`src/rtl/mem_arb_pkg.sv`:
```
// Shared definitions for the two-master memory bus arbiter: state encoding and width defaults.
// Optional build macro used by the arbiter: MEM_ARB_ROUND_ROBIN_EN.
package mem_arb_pkg;

    localparam int AW_DEF       = 5;
    localparam int DW_DEF       = 32;
    localparam int MAX_HOLD_DEF = 4;

    typedef enum logic [1:0] {
        IDLE = 2'b00,
        GNT0 = 2'b01,
        GNT1 = 2'b10
    } arb_state_e;

    // Grant state for a master index (0 -> GNT0, 1 -> GNT1).
    function automatic arb_state_e grant_state(input logic master);
        return master ? GNT1 : GNT0;
    endfunction

endpackage

```
`src/rtl/arb_hold_counter.sv`:
```
// Saturating hold counter: counts granted cycles while the other master waits.
// terminal is high once the count reaches MAX_HOLD-1.
module arb_hold_counter #(
    parameter int MAX_HOLD = 4,
    parameter int CW       = $clog2(MAX_HOLD + 1)
) (
    input  logic          clk,
    input  logic          reset_n,
    input  logic          clear,
    input  logic          enable,
    output logic [CW-1:0] count,
    output logic          terminal
);

    localparam logic [CW-1:0] LIMIT = CW'(MAX_HOLD - 1);

    always_ff @(posedge clk or negedge reset_n) begin
        if (!reset_n) begin
            count <= '0;
        end else if (clear) begin
            count <= '0;
        end else if (enable && (count != LIMIT)) begin
            count <= count + 1'b1;
        end
    end

    assign terminal = (count == LIMIT);

endmodule

```
`src/rtl/mem_bus_arbiter.sv`:
```
// Two-master arbiter/sequencer for a shared synchronous memory (cen/wen/addr/din/dout).
// Build macro MEM_ARB_ROUND_ROBIN_EN: IDLE ties go to the master not granted last; otherwise master 0 wins.
module mem_bus_arbiter
    import mem_arb_pkg::*;
#(
    parameter int AW       = AW_DEF,
    parameter int DW       = DW_DEF,
    parameter int MAX_HOLD = MAX_HOLD_DEF,
    parameter int HCW      = $clog2(MAX_HOLD + 1)
) (
    input  logic           clk,
    input  logic           reset_n,
    input  logic           m0_req,
    input  logic           m0_wr,
    input  logic [AW-1:0]  m0_addr,
    input  logic [DW-1:0]  m0_din,
    output logic           m0_grant,
    output logic           m0_rvalid,
    output logic [DW-1:0]  m0_rdata,
    input  logic           m1_req,
    input  logic           m1_wr,
    input  logic [AW-1:0]  m1_addr,
    input  logic [DW-1:0]  m1_din,
    output logic           m1_grant,
    output logic           m1_rvalid,
    output logic [DW-1:0]  m1_rdata,
    output logic           mem_cen,
    output logic           mem_wen,
    output logic [AW-1:0]  mem_addr,
    output logic [DW-1:0]  mem_din,
    input  logic [DW-1:0]  mem_dout,
    output logic [1:0]     dbg_state,
    output logic [HCW-1:0] dbg_hold_cnt,
    output logic           dbg_last
);

    // Handshake: a master raises req and holds it (with stable wr/addr/din for the
    // current word) for the whole transfer; every cycle where grant & req are both
    // high is one memory access. grant follows req by one cycle, and a read access
    // returns data one cycle later with a single-cycle rvalid.

    arb_state_e      state, next_state;
    logic            last;
    logic            acc0, acc1;
    logic            hold_clear, hold_enable, hold_term;
    logic [HCW-1:0]  hold_cnt;

    always_ff @(posedge clk or negedge reset_n) begin
        if (!reset_n) begin
            state <= IDLE;
        end else begin
            state <= next_state;
        end
    end

    always_comb begin
        next_state = state;
        case (state)
            IDLE: begin
                if (m0_req && m1_req) begin
`ifdef MEM_ARB_ROUND_ROBIN_EN
                    next_state = grant_state(~last);
`else
                    next_state = GNT0;
`endif
                end else if (m0_req) begin
                    next_state = GNT0;
                end else if (m1_req) begin
                    next_state = GNT1;
                end
            end
            GNT0: begin
                if (!m0_req) begin
                    next_state = m1_req ? GNT1 : IDLE;
                end else if (m1_req && hold_term) begin
                    next_state = GNT1;
                end
            end
            GNT1: begin
                if (!m1_req) begin
                    next_state = m0_req ? GNT0 : IDLE;
                end else if (m0_req && hold_term) begin
                    next_state = GNT0;
                end
            end
            default: next_state = IDLE;
        endcase
    end

    // The counter only runs while the waiting master is actually asking.
    assign hold_clear  = (state == IDLE) || (next_state != state);
    assign hold_enable = ((state == GNT0) && m1_req) || ((state == GNT1) && m0_req);

    arb_hold_counter #(
        .MAX_HOLD (MAX_HOLD),
        .CW       (HCW)
    ) u_hold_counter (
        .clk      (clk),
        .reset_n  (reset_n),
        .clear    (hold_clear),
        .enable   (hold_enable),
        .count    (hold_cnt),
        .terminal (hold_term)
    );

    // last: 0 = master 0 granted most recently, 1 = master 1.
    always_ff @(posedge clk or negedge reset_n) begin
        if (!reset_n) begin
            last <= 1'b1;
        end else if ((next_state == GNT0) && (state != GNT0)) begin
            last <= 1'b0;
        end else if ((next_state == GNT1) && (state != GNT1)) begin
            last <= 1'b1;
        end
    end

    assign m0_grant = (state == GNT0);
    assign m1_grant = (state == GNT1);
    assign acc0     = m0_grant & m0_req;
    assign acc1     = m1_grant & m1_req;

    always_comb begin
        mem_cen  = 1'b0;
        mem_wen  = 1'b0;
        mem_addr = '0;
        mem_din  = '0;
        if (acc0) begin
            mem_cen  = 1'b1;
            mem_wen  = m0_wr;
            mem_addr = m0_addr;
            mem_din  = m0_din;
        end else if (acc1) begin
            mem_cen  = 1'b1;
            mem_wen  = m1_wr;
            mem_addr = m1_addr;
            mem_din  = m1_din;
        end
    end

    // Read-return tag: memory data lands one cycle after the access.
    always_ff @(posedge clk or negedge reset_n) begin
        if (!reset_n) begin
            m0_rvalid <= 1'b0;
            m1_rvalid <= 1'b0;
        end else begin
            m0_rvalid <= acc0 & ~m0_wr;
            m1_rvalid <= acc1 & ~m1_wr;
        end
    end

    assign m0_rdata = mem_dout;
    assign m1_rdata = mem_dout;

    assign dbg_state    = state;
    assign dbg_hold_cnt = hold_cnt;
    assign dbg_last     = last;

endmodule

```
`config.mk`:
```
export PLATFORM = sky130hd
export DESIGN_NAME = mem_bus_arbiter
export DESIGN_NICKNAME = d
export VERILOG_FILES = /design/src/rtl/mem_arb_pkg.sv /design/src/rtl/arb_hold_counter.sv /design/src/rtl/mem_bus_arbiter.sv
export SDC_FILE = /design/constraint.sdc
export NUM_CORES = 1
export LEC_CHECK = 0
export CELL_PAD_IN_SITES_DETAIL_PLACEMENT = 1
export CELL_PAD_IN_SITES_GLOBAL_PLACEMENT = 1
export CORE_MARGIN = 2
export CORE_UTILIZATION = 13
export DETAILED_ROUTE_END_ITERATION = 8
export PLACE_DENSITY_LB_ADDON = 0.1
export RECOVER_POWER = 100
export SLEW_MARGIN = 20
export SYNTH_ARGS = -nofsm -noshare
export SYNTH_HDL_FRONTEND = slang
export SYNTH_SLANG_ARGS = --single-unit
```
`constraint.sdc`:
```
create_clock -name clk -period 2.1 [get_ports clk]
set_input_delay 0.315 -clock clk [delete_from_list [all_inputs] [get_ports clk]]
set_output_delay 0.315 -clock clk [all_outputs]
set_load 0.01 [all_outputs]
```
==> results.md <==
Power and ir drop:
- The combinational cell fraction of total power is 0.535.
- The leakage power of the design is 1.12 nW.
- The internal portion of the total power is 582 uW.
- For this design the ratio of total power to cell area is 344 nW/um2.
- The share of total power dissipated in the clock network is 0.255.
- The peak supply drop is about 0.24 mV.
- The share of total power dissipated in sequential elements is 0.210.
- The switching power as a share of total power is 0.303.
- The net switching power figure is 253 uW.

Timing:
- The share of the clock period used by the worst path after layout is 0.980.
- The count of final hold-check violations was 0.
- The routed design could run at a clock period as short as 2060 ps.
- Measured against its own limit, the worst slew margin works out to 0.691.
- For the pin with the worst max-slew slack, the measured transition is about 460 ps.
- The number of max-slew violations in the final report is 0.
- The fmax is 486 MHz.
- The setup skew after layout is 5.51 ps.
- The final setup violation count is 0.
- Setup repair after global routing left no endpoint under its margin.

Place:
- The count of input and output buffers is approximately 130.
- The final weighted congestion in routability-driven placement is about 0.69.
- The cell area reported after detailed placement is 2410 um2.
- Once detailed placement completed, the half-perimeter wirelength came to 5810 um.

Finish:
- The ratio of cells with drive above 1 in the final layout is 0.0975.
- The area growth from synthesis to layout is 71.8%.
- After the last flow step, the layout net total stands at between 300 and 400.
- In the final layout, the multi-input gates occupy 609 um2.
- The fill cell total of the finished layout is 1,279.
- Measured on the finished design, the core utilization comes to 0.226.
- The area of all placed cells without fillers is between 2000 and 2500 um2.
- Across the whole layout, storage elements account for 201 um2.
- The count of inserted antenna diode cells is 0.

Detailed routing:
- The remaining number of nets flagged by the antenna check after routing is 0.
- After detailed routing, the number of vias per cell comes to roughly 3.8.
- The met1 layer wirelength in the final routing is 2180 um.
- The detailed route wirelength on metal2 is 3730 um.
- The length of routed met3 wiring is between 800 and 900 um.
- For this block, the routed nets add up to 6770 um of wire.
- The detailed-routing iteration count for the pre-antenna-repair pass is 4.
- The total via count in the routed design is 1,443.
- The detailed router finished its first iteration with 90 violations.
- In this run the top signal layer used is met4.
- The remaining design rule violation count is 0.
- After detailed routing, the average wire length per cell comes to 18.0 um.

Synthesis:
- The synthesized cell area is 1410 um2.
- For this run, the register share of the synthesized area comes to 0.142.
- The net count after synthesis is 275.
- For this run, the number of Yosys warnings is 0.
- Counting flops and latches in the post-synthesis netlist gives 8.
- Yosys mapped the design onto 32 distinct sky130hd cell types.
- The cell count after synthesis came out at 161.
- The average cell area after synthesis is 8.78 um2.

Floorplan:
- The die is between 100 and 150 um tall.
- For this design the top-level I/O count stands at 225.
- The region available for standard cell placement spans 10,700 um2.
- The effective utilization at floorplan is 0.132.
- The floorplan die area is 11,700 um2.
- The die is 108 um wide.
- The row count is 38.

Clocking:
- The cell sitting at the root of the clock tree is a sky130_fd_sc_hd__clkbuf_8.
- No sink is reached through more buffers than the 2 on the longest clock path.
- TritonCTS built the clock tree.
- The clock drives 8 sinks.
- The CTS H-tree depth is 1.
- The later pin in the worst-skew pair is clocked with a latency of between 200 and 250 ps.
- Buffers inserted during clock tree synthesis total 3.
- After clock tree synthesis, the clock-pin slew on the worst setup and hold paths is 50 ps.
- The total of hold buffers inserted after clock tree synthesis is 0.

GRT:
- The maximum number of pins on one net before global-route repair is 18.
- The sum of overflow across all layers after global routing is 0.
- The first global-routing pass estimated 9390 um of wire.
- The number of antenna violations at the first check in global routing was 0.
- The overall global routing resource usage is 0.107.
- The via count of the first global-routing pass is 1,474.

Worst hold path:
- The min-delay analysis places its worst path in the category primary input to asynchronous set/reset pin.

Critical path:
- At the worst endpoint, the arrival time is 1740 ps.
- The worst setup path is launched from a primary input.
- The worst setup path is captured at an output port.
- The category of the critical setup timing path is primary input to output port.
- Data on the critical path is required at its endpoint by 1780 ps.
- The largest fanout on the critical path is 9.

Flow run:
- The tool flagged a number of max-cap violations equal to 0.

Run status:
- The flow ran to the end, and the final reports show no timing, DRC or antenna violations.
## layout by cell type (no fill, tap or decap), types with 3 or more instances in the layout
| master | instances |
|---|---|
| sky130_fd_sc_hd__clkdlybuf4s15_1 | 5 |
| sky130_fd_sc_hd__clkbuf_1 | 5 |
| sky130_fd_sc_hd__clkdlybuf4s50_1 | 78 |
| sky130_fd_sc_hd__nand2_1 | 4 |
| sky130_fd_sc_hd__buf_4 | 10 |
| sky130_fd_sc_hd__dlygate4sd2_1 | 31 |
| sky130_fd_sc_hd__a22o_1 | 39 |
| sky130_fd_sc_hd__a21boi_0 | 3 |
| sky130_fd_sc_hd__nand3_1 | 3 |
| sky130_fd_sc_hd__dfrtp_1 | 7 |
| sky130_fd_sc_hd__nor2_1 | 3 |
| sky130_fd_sc_hd__clkbuf_8 | 3 |
| sky130_fd_sc_hd__a21oi_1 | 3 |
| sky130_fd_sc_hd__dlygate4sd3_1 | 11 |
## path summary, 6_finish.rpt
path,slack (ps),from,to,cells past startpoint
worst max-delay path,40,m0_req,mem_din[6],5
worst min-delay path,460,reset_n,dbg_state[0]$_DFF_PN0_,1
worst max register to register,410,u_hold_counter.count[0]$_DFFE_PN0P_,u_hold_counter.count[2]$_DFFE_PN0P_,5
worst min register to register,560,u_hold_counter.count[1]$_DFFE_PN0P_,u_hold_counter.count[1]$_DFFE_PN0P_,2
max in group asynchronous,1290,reset_n,dbg_last$_DFFE_PN1P_,1
min in group clk,560,u_hold_counter.count[1]$_DFFE_PN0P_,u_hold_counter.count[1]$_DFFE_PN0P_,2
## power groups by stage
stage | logic (mW) | registers, mW | clock network (mW)
6_report | 0.446 | 0.176 | 0.213
5_1_grt | 0.483 | 0.178 | 0.223
4_1_cts | 0.462 | 0.176 | 0.219
3_5_place_dp | 0.487 | 0.179 | 0
3_3_place_gp | 0.492 | 0.180 | 0
2_1_floorplan | 0.286 | 0.184 | 0
## cells in the mapped netlist
cell | n | area share
sky130_fd_sc_hd__nor2b_4 | 1 | 0.0097
sky130_fd_sc_hd__a21boi_0 | 3 | 0.016
sky130_fd_sc_hd__o22ai_1 | 1 | 0.0044
sky130_fd_sc_hd__nor3_1 | 1 | 0.0035
sky130_fd_sc_hd__or2b_1 | 1 | 0.0053
sky130_fd_sc_hd__buf_4 | 65 | 0.35
sky130_fd_sc_hd__nand4bb_1 | 2 | 0.016
sky130_fd_sc_hd__and3_1 | 1 | 0.0044
sky130_fd_sc_hd__dfstp_2 | 1 | 0.019
sky130_fd_sc_hd__a22oi_1 | 1 | 0.0053
sky130_fd_sc_hd__a21oi_1 | 3 | 0.011
sky130_fd_sc_hd__dfrtp_1 | 7 | 0.12
sky130_fd_sc_hd__buf_2 | 2 | 0.0071
sky130_fd_sc_hd__and4bb_2 | 1 | 0.0088
sky130_fd_sc_hd__buf_12 | 3 | 0.042
sky130_fd_sc_hd__nor4bb_1 | 1 | 0.0071
sky130_fd_sc_hd__buf_6 | 3 | 0.024
sky130_fd_sc_hd__and2_4 | 2 | 0.012
sky130_fd_sc_hd__nor2b_1 | 1 | 0.0044
sky130_fd_sc_hd__and2b_4 | 1 | 0.0071
sky130_fd_sc_hd__o21a_1 | 1 | 0.0053
sky130_fd_sc_hd__ha_1 | 2 | 0.018
sky130_fd_sc_hd__nand3_1 | 3 | 0.011
sky130_fd_sc_hd__a21o_1 | 1 | 0.0053
sky130_fd_sc_hd__a211oi_1 | 1 | 0.0053
sky130_fd_sc_hd__o21ai_0 | 2 | 0.0071
sky130_fd_sc_hd__nand2b_1 | 1 | 0.0044
sky130_fd_sc_hd__nand2_1 | 4 | 0.011
sky130_fd_sc_hd__nor2_1 | 3 | 0.0080
sky130_fd_sc_hd__inv_1 | 2 | 0.0053
sky130_fd_sc_hd__clkbuf_1 | 1 | 0.0027
sky130_fd_sc_hd__a22o_1 | 39 | 0.24
## sequential cells by signal (all words and copies together), names as in the netlist
name and flops:
dbg_last 1, dbg_state 2, m0_rvalid 1, m1_rvalid 1, u_hold_counter.count 3
## cell families (layout without fill, tap and decap cells)
kind of cell / after synthesis / count (layout) / synth area share
AND/OR/NAND/NOR: 23 / 23 / 0.112
adder cells (fa/ha/maj): 2 / 2 / 0.0177
flip-flops: 8 / 8 / 0.142
buffers and inverters: 76 / 151 / 0.427
AO/OA/AOI/OAI: 52 / 52 / 0.301
## critical path, cell delays in order
cell and delay (ps):
sky130_fd_sc_hd__dlygate4sd3_1 560, sky130_fd_sc_hd__and2_4 180, sky130_fd_sc_hd__buf_4 170, sky130_fd_sc_hd__a22o_1 230, sky130_fd_sc_hd__dlygate4sd2_1 290
## layout make-up
class,instances,share of cell area
Multi-Input combinational cell,77,0.251
Tap cell,140,0.0721
Clock buffer,4,0.0185
Sequential cell,8,0.0829
Timing Repair Buffer,145,0.572
Inverter,2,0.00309
## metrics by stage
step	hold WS [ps]	TNS (ps)	setup slack [ps]	std cells	total power [mW]
final	461	0	42.6	376	0.835
after global routing	495	0	0.702	376	0.884
after CTS	402	-143	-143	376	0.857
after detailed placement	569	-3020	-117	370	0.666
after global placement	575	-3380	-119	370	0.672
after floorplan	19.4	0	402	161	0.470
## what timing repair did
| item | 4_1_cts | 5_1_grt |
|---|---|---|
| setup buffers | 2 | 0 |
| resized for setup | 39 | 9 |
| setup endpoints to repair | 38 | 8 |
| pin swaps | 0 | 0 |
## metal layers
| metal | global-route usage | up-vias |
|---|---|---|
| met5 | 0 | - |
| met4 | 0.0192 | 0 |
| met3 | 0.0404 | 5 |
| met2 | 0.216 | 113 |
| met1 | 0.102 | 658 |
| li1 | - | 667 |
Power figures use the tool's default switching activity.
